===== src/rtl/upe_sumsq_seq.sv =====
// rtl/upe_sumsq_seq.sv - sum-of-squares sequencer around an external 16x16 multiplier
// Each (a,b) pair takes two multiplier passes: t = sat16((a*b)>>PROD_SHIFT), then t*t into the accumulator.
module upe_sumsq_seq #(
    parameter int PROD_SHIFT = 8,
    parameter int ACC_W      = 40,
    parameter int CNT_W      = 8
) (
    input  logic             CLK,
    input  logic             RESET_N,
    input  logic             in_valid,
    output logic             in_ready,
    input  logic [15:0]      in_a,
    input  logic [15:0]      in_b,
    input  logic             in_last,
    output logic [15:0]      mul_a,
    output logic [15:0]      mul_b,
    input  logic [31:0]      mul_out,
    output logic             out_valid,
    input  logic             out_ready,
    output logic [ACC_W-1:0] out_sum,
    output logic [CNT_W-1:0] out_count,
    output logic             out_ovf
);

    typedef enum logic [1:0] {S_IDLE, S_MUL1, S_MUL2, S_DONE} state_t;

    state_t             r_state;
    state_t             w_next;
    logic               r_armed;
    logic [15:0]        r_a;
    logic [15:0]        r_b;
    logic               r_last;
    logic [15:0]        r_t;
    logic [ACC_W-1:0]   r_acc;
    logic [CNT_W-1:0]   r_cnt;
    logic               r_ovf;

    logic [31:0]        w_shifted;
    logic [15:0]        w_term;
    logic [ACC_W:0]     w_sum;

    assign w_shifted = mul_out >> PROD_SHIFT;
    assign w_term    = (|w_shifted[31:16]) ? 16'hFFFF : w_shifted[15:0];
    assign w_sum     = {1'b0, r_acc} + {{(ACC_W - 31){1'b0}}, mul_out};

    always_ff @(posedge CLK or negedge RESET_N) begin
        if (!RESET_N) begin
            r_state <= S_IDLE;
        end else begin
            r_state <= w_next;
        end
    end

    always_comb begin
        w_next = r_state;
        case (r_state)
            S_IDLE: if (in_valid && in_ready) w_next = S_MUL1;
            S_MUL1: w_next = S_MUL2;
            S_MUL2: w_next = r_last ? S_DONE : S_IDLE;
            S_DONE: if (out_ready) w_next = S_IDLE;
            default: w_next = S_IDLE;
        endcase
    end

    always_comb begin
        in_ready  = 1'b0;
        out_valid = 1'b0;
        mul_a     = 16'h0000;
        mul_b     = 16'h0000;
        case (r_state)
            S_IDLE: in_ready = r_armed;
            S_MUL1: begin
                mul_a = r_a;
                mul_b = r_b;
            end
            S_MUL2: begin
                mul_a = r_t;
                mul_b = r_t;
            end
            S_DONE: out_valid = 1'b1;
            default: ;
        endcase
    end

    // Holds in_ready low until the first clock after reset release.
    always_ff @(posedge CLK or negedge RESET_N) begin
        if (!RESET_N) begin
            r_armed <= 1'b0;
        end else begin
            r_armed <= 1'b1;
        end
    end

    always_ff @(posedge CLK or negedge RESET_N) begin
        if (!RESET_N) begin
            r_a    <= '0;
            r_b    <= '0;
            r_last <= 1'b0;
            r_t    <= '0;
            r_acc  <= '0;
            r_cnt  <= '0;
            r_ovf  <= 1'b0;
        end else begin
            case (r_state)
                S_IDLE: begin
                    if (in_valid && in_ready) begin
                        r_a    <= in_a;
                        r_b    <= in_b;
                        r_last <= in_last;
                    end
                end
                S_MUL1: r_t <= w_term;
                S_MUL2: begin
                    if (w_sum[ACC_W]) begin
                        r_acc <= '1;
                        r_ovf <= 1'b1;
                    end else begin
                        r_acc <= w_sum[ACC_W-1:0];
                    end
                    if (!(&r_cnt)) begin
                        r_cnt <= r_cnt + 1'b1;
                    end
                end
                S_DONE: begin
                    if (out_ready) begin
                        r_acc <= '0;
                        r_cnt <= '0;
                        r_ovf <= 1'b0;
                    end
                end
                default: ;
            endcase
        end
    end

    assign out_sum   = r_acc;
    assign out_count = r_cnt;
    assign out_ovf   = r_ovf;

endmodule

===== config.mk =====
export PLATFORM = sky130hd
export DESIGN_NAME = upe_sumsq_seq
export DESIGN_NICKNAME = d
export VERILOG_FILES = /design/src/rtl/upe_sumsq_seq.sv
export SDC_FILE = /design/constraint.sdc
export NUM_CORES = 1
export LEC_CHECK = 0
export ABC_AREA = 1
export CELL_PAD_IN_SITES_DETAIL_PLACEMENT = 1
export CELL_PAD_IN_SITES_GLOBAL_PLACEMENT = 1
export CORE_MARGIN = 10
export CORE_UTILIZATION = 40
export DETAILED_ROUTE_END_ITERATION = 10
export HOLD_SLACK_MARGIN = 0.15
export PLACE_DENSITY_LB_ADDON = 0.1
export SLEW_MARGIN = 5
export SYNTH_ARGS = -nofsm -noshare
export SYNTH_HDL_FRONTEND = slang
export SYNTH_SLANG_ARGS = --single-unit

===== constraint.sdc =====
create_clock -name CLK -period 3.35 [get_ports CLK]
set_clock_uncertainty 0.05 [all_clocks]
set_input_delay 0.8375 -clock CLK [delete_from_list [all_inputs] [get_ports CLK]]
set_output_delay 0.8375 -clock CLK [all_outputs]
set_load 0.02 [all_outputs]

==> results.py <==
metrics = {
    "run_status": {
        "status": "finished, final reports clean",
    },
    "floorplan": {
        "die_area_um2": 24600,
        "num_rows": 50,
        "fp.dieW_um": 157,
        "coreArea_um2": 18600,
        "start_util_pct": 40.4,
        "die_h_um": 157,
        "ioPinCount": 152,
    },
    "route": {
        "firstDrtPassIters": 4,
        "wirelength_um": 26600,
        "ant_nets": 0,
        "drc": 0,
        "via_per_inst": 5.10,
        "drt-initial-drc-count": 275,
        "routed-via-count": 7622,
        "wl_per_cell_um": 17.8,
    },
    "worst_setup_path": {
        "end_kind": "output port",
        "path_max_fanout": 17,
        "required_ns": 2.46,
        "start_kind": "flop",
        "arrival_ns": 2.34,
        "crit_path_start": "r_state[0]",
        "path_class": "reg -> out",
        "ff2ff_setup_slack_ns": 0.85,
        "r2r-start": "out_sum[0]",
    },
    "worst_hold_path": {
        "hold_path_startpoint": "out_ovf",
        "hold_path.class": "reg -> reg",
    },
    "logic_synthesis": {
        "synthFlopType": "dfrtp_1",
        "yosysSeqAreaShare_pct": 33.7,
        "syn_area_per_cell_um2": 6.82,
        "synth_seq_cells": 101,
        "synth_common_cells": "nand2_1, inv_1, dfrtp_1",
        "synth-edff-count": 0,
        "synth_warnings": 0,
        "synth.largest_area_cell": "dfrtp_1",
        "yosysTopAreaCellShare_pct": 33.7,
        "synth-async-reset-ratio_pct": 100,
        "synth_most_common_cell": "nand2_1",
        "synth_nets": 1206,
        "synthTopCellsByArea": "dfrtp_1, nand2_1, inv_1",
        "synthDistinctLibCells": 38,
        "synth_cells": 1099,
        "syn_area_um2": 7500,
    },
    "global_route": {
        "grtUsageTotal_pct": 21.5,
        "antenna_found_initial": 0,
        "first_global_vias": 8085,
        "grt_pass1_wl_um": 42200,
        "grt_max_degree": 65,
        "overflow": 0,
    },
    "timing": {
        "setup_viol": 0,
        "drv_slew": 0,
        "max_freq_mhz": 310,
        "tightestPinTransition_ns": 0.678,
        "layout_setup_ws_ns": 0.126,
        "hold_viol": 0,
        "fin_setup_tns_ns": 0,
        "period_needed_ns": 3.22,
        "hold_ws_ns": 0.434,
        "slew_headroom_pct": 54.8,
        "rsz0062_at_grt": "no",
        "min_period_over_period_pct": 96.3,
    },
    "final_layout": {
        "final_core_util_pct": 52.4,
        "num_antenna_cells": 0,
        "fillers": 2417,
        "final_nets": 1362,
        "synthToLayoutAreaGrowth_pct": 29.7,
        "drive_above_1_share_pct": 9.29,
    },
    "cts": {
        "clock_sinks": 101,
        "post_cts_resized": 0,
        "cts_setup_buffers": 0,
        "clkLatencyLatePin_ns": 0.36,
        "clk_pin_slew_ns": 0.08,
        "cts_hold_buffers": 0,
        "cts_tree": "yes",
        "cts-root-buf": "clkbuf_16",
        "clk_path_buf_depth": 2,
        "numCtsBuffers": 9,
        "h-tree-depth": 3,
    },
    "flow_run": {
        "cap_violations": 0,
    },
    "placed_design": {
        "port_buffers": 151,
        "post-place-ws_ns": -0.0269,
        "dp_hpwl_um": 21100,
        "gp_congestion": 0.904,
    },
    "pwr": {
        "max-vdd-ir-drop_uv": 360,
        "leakage_nw": 4.96,
        "powerDensity_nw_per_um2": 831,
    },
}
==> worst paths after layout <==
kind | to | depth (start not counted)
min in group asynchronous | r_b[7] | 1
max in group asynchronous | out_sum[20] | 2
max reg2reg | out_sum[37] | 14
max | mul_a[2] | 6
min | out_ovf | 2
min reg2reg | out_ovf | 2
==> area by class of cell <==
| class | count | area, um2 | area share (%) |
|---|---|---|---|
| inverter | 162 | 608 | 6.25 |
| multi-input combinational | 808 | 4230 | 43.5 |
| clock inverter | 5 | 90.1 | 0.926 |
| clock buffer | 11 | 253 | 2.60 |
| tap | 234 | 293 | 3.01 |
| sequential | 101 | 2530 | 26.0 |
| timing repair buffer | 173 | 1730 | 17.8 |
==> metal layers <==
metal	wire [um]	share of wire [%]	track usage (%)	vias to the layer above
met3	1290	4.8	3.19	16
met5	0	0	0	-
met2	13000	49	37.8	146
met4	290	1.1	4.63	0
met1	12000	45	27.1	3679
li1	-	-	-	3781
==> report_power, final <==
| group | switching, mW | internal (mW) | leakage, nW | total [mW] |
|---|---|---|---|---|
| sequential | 0.291 | 1.62 | 1.22 | 1.91 |
| clock | 0.530 | 0.708 | 0.166 | 1.24 |
| combinational | 2.98 | 1.95 | 3.58 | 4.93 |
| total | 3.80 | 4.28 | 4.96 | 8.08 |
==> registers in the layout, indices dropped and copies added (netlist names), 2 cells and up <==
| signal | flops |
|---|---|
| out_sum | 40 |
| r_a | 16 |
| r_b | 16 |
| r_t | 16 |
| out_count | 8 |
| r_state | 2 |
==> placed cells by master, fill, tap and decap left out, types with 2 or more instances in the layout <==
cell type | synthesis | final
a21oi_1 | 61 | 61
a21oi_2 | 4 | 4
a31oi_1 | 18 | 18
and2_1 | 3 | 3
buf_12 | 0 | 3
buf_4 | 0 | 19
bufinv_16 | 0 | 2
clkbuf_16 | 0 | 10
clkbuf_8 | 0 | 2
clkdlybuf4s50_1 | 0 | 150
dfrtp_1 | 101 | 101
ha_1 | 37 | 35
ha_2 | 0 | 2
inv_1 | 153 | 153
inv_2 | 9 | 9
inv_8 | 0 | 2
mux2_2 | 33 | 33
nand2_1 | 390 | 390
nand2_2 | 9 | 9
nand2_4 | 2 | 2
nand3_1 | 55 | 55
nand3_2 | 12 | 12
nand3b_1 | 2 | 2
nand4_1 | 5 | 5
nor2_1 | 87 | 86
nor2_2 | 3 | 4
nor3_1 | 11 | 11
nor4_1 | 3 | 3
o21a_1 | 2 | 2
o21ai_0 | 14 | 14
o21ai_1 | 23 | 23
o21bai_1 | 3 | 3
xor2_1 | 22 | 22
==> kinds of logic (layout without fill, tap and decap cells) <==
| family | Yosys count | count (layout) | share of synthesized area (%) |
|---|---|---|---|
| AO/OA/AOI/OAI | 129 | 129 | 9.41 |
| XOR/XNOR | 22 | 22 | 2.57 |
| adder cells (fa/ha/maj) | 38 | 38 | 6.44 |
| buffers and inverters | 190 | 351 | 10.0 |
| flip-flops | 101 | 101 | 33.7 |
| multiplexers | 33 | 33 | 4.96 |
| other | 1 | 1 | 0.0500 |
| AND/OR/NAND/NOR | 585 | 585 | 32.8 |
==> through the flow <==
step	area [um2]	total power, mW	std cells
floorplan	7500	4.87	1099
global placement	9360	6.71	1477
detailed placement	9360	6.84	1477
CTS	9700	8.11	1493
global route	9730	8.70	1494
finish	9730	8.08	1494
==> critical path, stage by stage, from the launching register on <==
cell and delay, ns:
dfrtp_1 0.41, inv_1 0.13, ha_2 0.30, buf_12 0.18
nand2_1 0.15, a21oi_1 0.18, clkdlybuf4s50_1 0.63
Note: power is estimated with default switching activity, not from simulation.
